<file path="src/rtl/mem_port_arbiter.sv">
// mem_port_arbiter
//   Shares one single-port memory between instruction fetch and the data
//   stage. One transaction is in flight at a time: IDLE -> REQ (mem_req_o
//   held until mem_gnt_i) -> RESP (waiting for mem_rvalid_i). A new winner is
//   picked in IDLE or on the edge that carries the response, so back-to-back
//   traffic runs at one transaction every two cycles.
//   Data has priority; d_streak counts data wins taken while fetch was
//   waiting, and once it reaches MAX_D_STREAK fetch wins the next
//   arbitration. A flush while fetch owns the port kills the fetch
//   handshake (gnt/rvalid) but lets the memory transaction finish.
// Ports
//   clk, rst_n          clock, asynchronous active-low reset
//   if_*                fetch read request / grant / response
//   dm_*                data load/store request / grant / response
//   flush_i             taken branch/jump; makes in-flight fetch stale
//   mem_*_o / mem_*_i   registered request to memory, grant/response back
//   busy_o              a transaction is in progress
module mem_port_arbiter #(
    parameter int ADDR_W       = 32,
    parameter int DATA_W       = 32,
    parameter int MAX_D_STREAK = 4
) (
    input  logic              clk,
    input  logic              rst_n,
    input  logic              if_req_i,
    input  logic [ADDR_W-1:0] if_addr_i,
    output logic              if_gnt_o,
    output logic              if_rvalid_o,
    output logic [DATA_W-1:0] if_rdata_o,
    input  logic              dm_req_i,
    input  logic              dm_we_i,
    input  logic [ADDR_W-1:0] dm_addr_i,
    input  logic [DATA_W-1:0] dm_wdata_i,
    output logic              dm_gnt_o,
    output logic              dm_rvalid_o,
    output logic [DATA_W-1:0] dm_rdata_o,
    input  logic              flush_i,
    output logic              mem_req_o,
    output logic              mem_we_o,
    output logic [ADDR_W-1:0] mem_addr_o,
    output logic [DATA_W-1:0] mem_wdata_o,
    input  logic              mem_gnt_i,
    input  logic              mem_rvalid_i,
    input  logic [DATA_W-1:0] mem_rdata_i,
    output logic              busy_o
);
    localparam int SW = $clog2(MAX_D_STREAK + 1);

    typedef enum logic [1:0] {IDLE, REQ, RESP} state_t;
    typedef enum logic {OWN_D, OWN_F} owner_t;

    state_t        state, state_nxt;
    owner_t        owner;
    logic [SW-1:0] d_streak;
    logic          drop;

    logic f_elig, arb, f_win, d_win, kill, drop_eff;

    always_comb begin
        f_elig   = if_req_i & ~flush_i;
        arb      = (state == IDLE) | ((state == RESP) & mem_rvalid_i);
        // Fetch wins when data is absent, or when data has used up its streak.
        f_win    = f_elig & (~dm_req_i | (d_streak == SW'(MAX_D_STREAK)));
        d_win    = dm_req_i & ~f_win;
        // Flush acts in the same cycle so a coincident grant/response is hidden.
        kill     = flush_i & (owner == OWN_F) & (state != IDLE);
        drop_eff = drop | kill;
    end

    always_comb begin
        state_nxt = state;
        case (state)
            IDLE:    if (f_win | d_win) state_nxt = REQ;
            REQ:     if (mem_gnt_i) state_nxt = RESP;
            RESP:    if (mem_rvalid_i) state_nxt = (f_win | d_win) ? REQ : IDLE;
            default: state_nxt = IDLE;
        endcase
    end

    always_comb begin
        if_gnt_o    = (state == REQ)  & (owner == OWN_F) & mem_gnt_i & ~drop_eff;
        dm_gnt_o    = (state == REQ)  & (owner == OWN_D) & mem_gnt_i;
        if_rvalid_o = (state == RESP) & (owner == OWN_F) & mem_rvalid_i & ~drop_eff;
        dm_rvalid_o = (state == RESP) & (owner == OWN_D) & mem_rvalid_i;
        if_rdata_o  = if_rvalid_o ? mem_rdata_i : '0;
        dm_rdata_o  = dm_rvalid_o ? mem_rdata_i : '0;
        busy_o      = (state != IDLE);
    end

    always_ff @(posedge clk or negedge rst_n) begin
        if (!rst_n) begin
            state       <= IDLE;
            owner       <= OWN_D;
            d_streak    <= '0;
            drop        <= 1'b0;
            mem_req_o   <= 1'b0;
            mem_we_o    <= 1'b0;
            mem_addr_o  <= '0;
            mem_wdata_o <= '0;
        end else begin
            state <= state_nxt;
            if (arb) begin
                drop <= 1'b0;
                if (f_win) begin
                    owner       <= OWN_F;
                    mem_req_o   <= 1'b1;
                    mem_we_o    <= 1'b0;
                    mem_addr_o  <= if_addr_i;
                    mem_wdata_o <= '0;
                    d_streak    <= '0;
                end else if (d_win) begin
                    owner       <= OWN_D;
                    mem_req_o   <= 1'b1;
                    mem_we_o    <= dm_we_i;
                    mem_addr_o  <= dm_addr_i;
                    mem_wdata_o <= dm_wdata_i;
                    // Only wins taken at fetch's expense count toward the streak.
                    d_streak    <= f_elig ? d_streak + SW'(1) : '0;
                end else begin
                    mem_req_o <= 1'b0;
                end
            end else begin
                if ((state == REQ) && mem_gnt_i) mem_req_o <= 1'b0;
                if (kill) drop <= 1'b1;
            end
        end
    end

endmodule

</file>
<file path="config.mk">
export PLATFORM = sky130hd
export DESIGN_NAME = mem_port_arbiter
export DESIGN_NICKNAME = d
export VERILOG_FILES = /design/src/rtl/mem_port_arbiter.sv
export SDC_FILE = /design/constraint.sdc
export NUM_CORES = 1
export LEC_CHECK = 0
export CAP_MARGIN = 40
export CORE_MARGIN = 1
export CORE_UTILIZATION = 30
export CTS_CLUSTER_SIZE = 14
export DETAILED_ROUTE_END_ITERATION = 6
export PLACE_DENSITY = 0.85
export REMOVE_ABC_BUFFERS = 1
export SYNTH_ARGS = -nofsm -noshare
export SYNTH_HDL_FRONTEND = slang
export SYNTH_SLANG_ARGS = --single-unit
</file>
<file path="constraint.sdc">
create_clock -name clk -period 1.9 [get_ports clk]
set_clock_uncertainty 0.15 [all_clocks]
set_input_delay 0.38 -clock clk [delete_from_list [all_inputs] [get_ports clk]]
set_output_delay 0.38 -clock clk [all_outputs]
set_load 0.05 [all_outputs]
</file>
* After elaboration in Yosys (flattened, before gate mapping)
Index checks and enable logic that the tools add are counted.
** Word-level totals
- Register bits after elaboration :: 73
- Input port bits :: 136
- Output and inout bits :: 135
- Word-level logic and storage cells :: 72
** Operators by class
- $add $sub $neg :: 1
- Eq/ne operators :: 6
- Mux-type cells :: 24
- Bitwise gates (word level) :: 25
- Reduce and logical (&&, ||, !) cells :: 8
** Operators with widths (number)
- 2-to-1 mux 32 bit :: 6
- AND 1 bit :: 16
- 2-to-1 mux 1 bit :: 11
- 2-to-1 mux 3 bit :: 3
- nonzero test 2 bit :: 4
- 2-to-1 mux 2 bit :: 3
- one-hot mux 2 bit (3 select lines) :: 1
- inverter 1 bit :: 5
- != test 2 bit (second input constant) :: 2
- OR 1 bit :: 4
- adder 3 x 1 -> 3 bit (second input constant) :: 1
- equality test 3 bit (second input constant) :: 1
- AND reduction 3 bit :: 1
- equality test 2 x 1 -> 1 bit (second input constant) :: 1
- equality test 2 bit (second input constant) :: 1
- zero test 2 bit :: 1
- != test 2 x 1 -> 1 bit (second input constant) :: 1
- AND reduction 2 bit :: 1
- logical AND 1 bit :: 1

* Depth between registers and ports, before layout
Gate-level depths: netlist of the first run.
- Depth after elaboration :: 9
- Gate-level depth with buffers :: 8
- Gate-level depth less buffers :: 6

* Worst setup path after synthesis of the first run
No wires, ideal clock.
- Kind :: input-to-output
- From :: input port flush_i
- To :: output port if_rdata_o[22]
- Arrival :: 1735 ps
- Required time :: 1370 ps
- Path slack :: -365 ps
- Stages on the path :: 4
- Buffers on the path :: 1
- Path through :: or3b_1 -> nor2_2 -> buf_2 -> and2_1
** Between the ends
- Word-level cells in the longest chain between the ends :: 6
** Ends and longest elaborated chain
- start: declaration :: RTL line 37 : input logic flush_i,
- AND 1 bit (2 in a row) :: RTL line 66 : kill = flush_i & (owner == OWN_F) & (state != IDLE);
- OR 1 bit :: RTL line 67 : drop_eff = drop | kill;
- inverter 1 bit :: RTL line 83 : if_rvalid_o = (state == RESP) & (owner == OWN_F) & mem_rvalid_i & ~drop_eff;
- AND 1 bit :: RTL line 83
- via if_rvalid_o :: RTL line 28 : output logic if_rvalid_o,
- 2-to-1 mux 32 bit :: RTL line 85 : if_rdata_o = if_rvalid_o ? mem_rdata_i : '0;
- end: declaration :: RTL line 29 : output logic [DATA_W-1:0] if_rdata_o,
The timed path passes the listed nets, and every way through them passes these cells.

* Worst setup path in the final report of the first run
- From :: register drop
- To :: output port if_rdata_o[7]
** Between the ends
- Word-level cells in the longest chain between the ends :: 4
** Ends and longest elaborated chain
- start: declaration :: RTL line 55 : logic drop;
- start signal: assignment :: RTL line 95 : drop <= 1'b0;
- start signal: assignment :: RTL line 103 : drop <= 1'b0;
- start signal: assignment :: RTL line 124 : if (kill) drop <= 1'b1;
- OR 1 bit :: RTL line 67
- inverter 1 bit :: RTL line 83
- AND 1 bit :: RTL line 83
- 2-to-1 mux 32 bit :: RTL line 85
Every way passes these cells.

==> flow_metrics.env, run 1 <==
export IMPL_reg2reg_depth=7
export IMPL_initial_core_util_pct=30.75
export IMPL_critical_path_class="reg -> out"
export IMPL_place_ws_ns=-0.5332
export IMPL_via_per_inst=5.062
export IMPL_detail_route_wl_per_cell_um=20.64
export IMPL_min_to="mem_req_o"
export IMPL_numCtsBuffers=9
export IMPL_grt_pass1_vias=4088
export IMPL_vias=4151
export IMPL_violations="negative setup slack"
export IMPL_fmax_ghz=0.4254
export IMPL_synth_seq_area_share_pct=52.03
export IMPL_fin_crit_sh_pct=123.7
export IMPL_ir_drop_v=0.001310
export IMPL_cts_sinks=73
export IMPL_h_tree_depth=3
export IMPL_avgSynthCellArea_um2=9.619
export IMPL_cts_tree="done"
export IMPL_io_buffers=270
export IMPL_synth_seq_cells=73
export IMPL_clk_pin_slew_ns=0.06
export IMPL_wl_met1_mm=5.647
export IMPL_cts_buffer_depth=2
export IMPL_drt_pass1_iter_count=4
export IMPL_cts_root_buf="clkbuf_16"
export IMPL_area_growth_syn_to_layout_pct=125.9
export IMPL_mostFrequentLayoutCell="clkdlybuf4s50_1"
export IMPL_leakage_nw=3.573
export IMPL_reg2reg_from="state[1]"
export IMPL_die_h_um=110.2
export IMPL_tightest_slew_ns=0.4643
export IMPL_drcViolationCount=0
export IMPL_layout_setup_ws_ns=-0.4505
export IMPL_synthCells=365
export IMPL_grt_max_degree=39
export IMPL_cp_required_ns=1.37
export IMPL_layout_drive_gt1_share_pct=41.13
export IMPL_reg2reg_setup_slack_ns=0.09
export IMPL_path_max_fanout=8
export IMPL_dp_hpwl_mm=10.98
export IMPL_setup_viol=69
export IMPL_dr_wl_met2_mm=8.699
export IMPL_rows=39
export IMPL_ant_nets=0
export IMPL_rsz0062_at_grt="true"
export IMPL_whs_path_depth=1
export IMPL_critPathCaptureType="output port"
export IMPL_core_um2=11420
export IMPL_maxCapViolCount=0
export IMPL_grt_first_pass_wirelength_mm=23.38
export IMPL_critPathLaunchType="flop"
export IMPL_top_layer_used="met4"
export IMPL_io_pins=271
export IMPL_drt_wl_total_mm=16.93
export IMPL_slew_limit_headroom_pct=69.04
export IMPL_power_density_nw_per_um2=1449
export IMPL_finalCriticalPeriod_ns=2.350
export IMPL_yosysWarningCount=0
export IMPL_die_w_um=110.2
export IMPL_timing_final_hold_violations=0
export IMPL_clock_latency_ns=0.33
export IMPL_hold_path_class="reg -> reg"
export IMPL_nets=804
export IMPL_slew_violations=0
export IMPL_die_area_um2=12140
export IMPL_worstReg2RegEnd="mem_wdata_o[5]"
export IMPL_synth_area_um2=3511
export IMPL_status="finished with violations"
export IMPL_mostFrequentLayoutCells="132 x clkdlybuf4s50_1, 87 x buf_4, 79 x buf_12"
export IMPL_hold_worst_slack_ns=0.3328
export IMPL_synth_cell_types=31
export IMPL_cp_arrival_ns=1.82
export IMPL_wl_met3_mm=1.750
export IMPL_hold_path_startpoint="mem_req_o"
export IMPL_drt_iter0_markers=249
export IMPL_place_gp_congestion=0.9101
export IMPL_overflow=0
export IMPL_antenna_found_initial=6
export IMPL_grt_usage_pct=26.50
-- report_power, final --
| group | internal [mW] | switching [mW] | total [mW] | leakage, nW |
|---|---|---|---|---|
| combinational | 2.66 | 4.41 | 7.07 | 2.56 |
| sequential | 2.28 | 0.444 | 2.72 | 0.871 |
| clock | 1.03 | 0.670 | 1.70 | 0.144 |
-- metrics by stage --
stage	utilization [%]	total power, mW	TNS, ns	cell area, µm²	std cells
floorplan	-	6.644	-78.75	3359	338
global placement	61.89	9.151	-40.34	7067	778
finish	69.47	11.49	-23.05	7933	820
detailed placement	61.89	9.287	-44.50	7067	778
global route	69.47	12.00	-26.45	7933	820
CTS	68.79	11.38	-22.99	7855	811
-- synth_stat cells --
master	count	area share, %
dfrtp_1	73	52
nor2b_1	1	0.18
nor2b_2	1	0.25
or3b_1	1	0.25
ha_1	2	0.71
clkbuf_2	2	0.29
a21o_1	1	0.21
buf_4	1	0.21
o211ai_4	1	0.61
and2_1	64	11
and2_4	1	0.25
o211a_1	1	0.29
buf_1	2	0.21
mux2_2	1	0.32
o21ai_0	3	0.43
buf_6	4	1.3
clkbuf_1	7	0.75
inv_1	4	0.43
a21oi_1	66	9.4
o31ai_1	1	0.21
nand2_1	35	3.7
nor2_1	37	4.0
nor2_2	1	0.18
nor2_8	1	0.57
nand2b_1	1	0.18
a22o_1	36	9.0
a21bo_1	1	0.29
nand3_1	3	0.43
or2_2	1	0.18
nand3b_1	1	0.21
buf_2	11	1.6
-- cell type report --
class | count | area, µm²
antenna | 6 | 15.01
clock buffer | 9 | 225.2
clock inverter | 7 | 78.83
fill | 753 | 3486
inverter | 4 | 15.01
multi-input combinational | 261 | 1727
sequential | 73 | 1827
tap | 143 | 178.9
timing repair buffer | 317 | 3866
-- critical path: stages, from the launching register on --
cell and delay [ns]:
dfrtp_1 0.38, or3b_4 0.41, nor2_4 0.12, buf_6 0.15, buf_16 0.13, and2_4 0.16, buf_12 0.13
-- flip-flops by register name, indices dropped and copies added (netlist names) --
register and flops:
state 2, mem_addr_o 32, d_streak 3, drop 1, owner 1, mem_req_o 1
mem_we_o 1, mem_wdata_o 32
-- routing by layer --
metal	vias up	global-route usage, %
met4	0	17.01
met5	-	0
met3	46	8.995
met1	2002	27.71
li1	1847	-
met2	256	45.49
-- timing repair --
item / CTS / global route
hold buffers: 1 / 0
setup buffers: 10 / 5
hold endpoints to repair: 35 / 0
endpoints found under the setup margin: 68 / 95
pin swaps: 31 / 10
resized for setup: 89 / 11
cloned: 6 / 1
-- how the worst max path moves through the flow --
stage / start / end / slack (ns) / cells after the start
floorplan: state[0] / dm_rdata_o[0] / -1.16 / 4
global placement: flush_i / if_rdata_o[9] / -0.48 / 6
detailed placement: flush_i / if_rdata_o[14] / -0.53 / 6
CTS: drop / if_rdata_o[13] / -0.44 / 6
global route: drop / if_rdata_o[8] / -0.48 / 6
finish: drop / if_rdata_o[7] / -0.45 / 6
-- cells by family (layout without fill, tap and decap cells) --
kind of cell | Yosys count | count (layout) | share of synthesized area, %
DFF | 73 | 73 | 52.03
and+or+nand+nor | 148 | 148 | 21.78
buffers and inverters | 31 | 337 | 4.740
muxes | 1 | 1 | 0.3207
AOI/OAI and AO/OA | 110 | 110 | 20.42
other | 0 | 6 | 0
adders and majority gates | 2 | 2 | 0.7126
Power figures use the tool's default switching activity.
==> inputs of run 2 (changes only) <==
CELL_PAD_IN_SITES_DETAIL_PLACEMENT = 1   (was default)
CELL_PAD_IN_SITES_GLOBAL_PLACEMENT = 1   (was default)
CORE_UTILIZATION = 23   (was 30)
CTS_CLUSTER_DIAMETER = 80   (was default)
PLACE_DENSITY = 0.92   (was 0.85)
==> run 2 against run 1 <==
Effect of this change: the flow finishes with violations (design-rule violations, negative setup slack); core utilization decreased by 14 points; sequential share of layout area decreased by 0.57 points; highest routed layer unchanged; count of clock-buffer cells in the layout increased by 1; fmax decreased by 2.6%; largest cell class unchanged; first-iteration DRC count decreased by 5.2%; register-to-register slack got worse by 0.13 ns.
==> flow_metrics.env, run 2 (same netlist as run 1, synthesis figures left out) <==
export IMPL_status="finished with violations"
export IMPL_violations="design-rule violations, negative setup slack"
export IMPL_slew_violations=0
export IMPL_nets=809
export IMPL_p_clk_share_pct=17.1
export IMPL_total_power_mw=12.32
export IMPL_cts_sinks=73
export IMPL_initial_core_util_pct=23.88
export IMPL_overflow=0
export IMPL_leakage_nw=3.656
export IMPL_critPathLaunchType="flop"
export IMPL_cts_tree="done"
export IMPL_clock_latency_ns=0.32
export IMPL_critical_path_class="reg -> out"
export IMPL_cp_required_ns=1.37
export IMPL_drt_pass1_iter_count=7
export IMPL_postLayoutCellArea_um2=8133
export IMPL_antenna_found_initial=8
export IMPL_top_regs="mem_addr_o: 32 flops, mem_wdata_o: 32 flops, d_streak: 3 flops"
export IMPL_vias=4314
export IMPL_rows=44
export IMPL_fin_crit_sh_pct=127.0
export IMPL_finalCriticalPeriod_ns=2.414
export IMPL_hold_path_class="reg -> reg"
export IMPL_die_h_um=125.6
export IMPL_setup_viol=70
export IMPL_detail_route_wl_per_cell_um=25.13
export IMPL_mostFrequentLayoutCells="132 x clkdlybuf4s50_1, 88 x buf_4, 80 x buf_12"
export IMPL_timing_final_hold_violations=0
export IMPL_grt_usage_pct=25.00
export IMPL_power_switching_mw=5.871
export IMPL_critPathCaptureType="output port"
export IMPL_fmax_ghz=0.4143
export IMPL_power_density_nw_per_um2=1515
export IMPL_drt_wl_total_mm=21.82
export IMPL_cp_arrival_ns=1.88
export IMPL_cts_buffer_depth=2
export IMPL_path_max_fanout=9
export IMPL_grt_first_pass_wirelength_mm=29.26
export IMPL_pwr_share_comb_pct=60.1
export IMPL_hold_worst_slack_ns=0.3362
export IMPL_p_seq_share_pct=22.8
export IMPL_layout_setup_ws_ns=-0.5136
export IMPL_tightest_slew_ns=0.4004
export IMPL_ir_drop_v=0.001387
export IMPL_dp_hpwl_mm=13.85
export IMPL_via_per_inst=4.970
export IMPL_mostFrequentLayoutCell="clkdlybuf4s50_1"
export IMPL_ant_nets=0
export IMPL_slew_limit_headroom_pct=73.30
export IMPL_p_int_mw=6.453
export IMPL_core_um2=14700
export IMPL_numCtsBuffers=9
export IMPL_placed_area_um2=7101
export IMPL_setup_tns_final_ns=-25.93
export IMPL_switching_share_pct=47.64
export IMPL_place_gp_congestion=0.9118
export IMPL_die_w_um=125.6
export IMPL_cts_root_buf="clkbuf_16"
export IMPL_drcViolationCount=25
export IMPL_grt_pass1_vias=4774
export IMPL_die_area_um2=15760
export IMPL_clk_pin_slew_ns=0.06
export IMPL_maxCapViolCount=0
export IMPL_rsz0062_at_grt="true"
export IMPL_h_tree_depth=3
export IMPL_drt_iter0_markers=236
export IMPL_io_buffers=270
export IMPL_io_pins=271
export IMPL_area_growth_syn_to_layout_pct=131.6
export IMPL_grt_max_degree=74
export IMPL_layout_drive_gt1_share_pct=42.01
run 2: worst paths after layout:
check                            start  slack [ns]  cells after the start        endpoint
max in group asynchronous        rst_n        0.83                      3  mem_addr_o[13]
max                               drop       -0.51                      6  if_rdata_o[23]
max reg2reg                d_streak[1]       -0.04                      7  mem_addr_o[28]
min reg2reg                  mem_req_o        0.34                      1       mem_req_o
min                          mem_req_o        0.34                      1       mem_req_o
min in group asynchronous        rst_n        0.46                      3  mem_wdata_o[5]
run 2: through the flow:
step | instances | utilization, % | setup WS, ns
2_1_floorplan | 338 | - | -1.157
3_3_place_gp | 820 | 48.31 | -0.4806
3_5_place_dp | 820 | 48.31 | -0.5638
4_1_cts | 851 | 53.75 | -0.5304
5_1_grt | 868 | 55.33 | -0.5416
6_report | 868 | 55.33 | -0.5136
run 2: cell type report:
cell class                 count  area [µm²]
inverter                       4       15.01
tap                          184       230.2
fill                        1462        6566
sequential                    73        1827
antenna                        8       20.02
multi-input combinational    262        1753
clock buffer                  10       229.0
timing repair buffer         321        3921
clock inverter                 6       137.6
run 2: per-layer routing:
layer	global-route usage [%]	wire, µm	vias to the layer above
met5	0	0	-
met4	17.07	1293	0
met3	6.076	1443	64
met2	45.72	11640	265
met1	24.99	7438	2123
li1	-	-	1862
run 2: critical path, cell delays in order, from the launching register on:
cell and delay, ns:
dfrtp_1 0.40, or3b_4 0.41, nor2_4 0.15, buf_6 0.14
buf_12 0.13, and2_4 0.18, buf_12 0.14
run 2: power by group through the flow:
stage | Clock (mW) | Combinational, mW | Sequential [mW]
3_3_place_gp | 0 | 6.44 | 2.69
4_1_cts | 2.16 | 6.96 | 2.76
2_1_floorplan | 0 | 1.62 | 5.03
3_5_place_dp | 0 | 6.67 | 2.74
5_1_grt | 2.24 | 7.67 | 2.88
6_report | 2.11 | 7.41 | 2.81
run 2: repair_timing:
action / in CTS / in global routing
gates cloned: 6 / 4
hold buffers: 1 / 0
pin swaps: 20 / 10
endpoints found under the setup margin: 102 / 111
hold endpoints to repair: 73 / 0
resized for setup: 86 / 15
setup buffers: 8 / 7
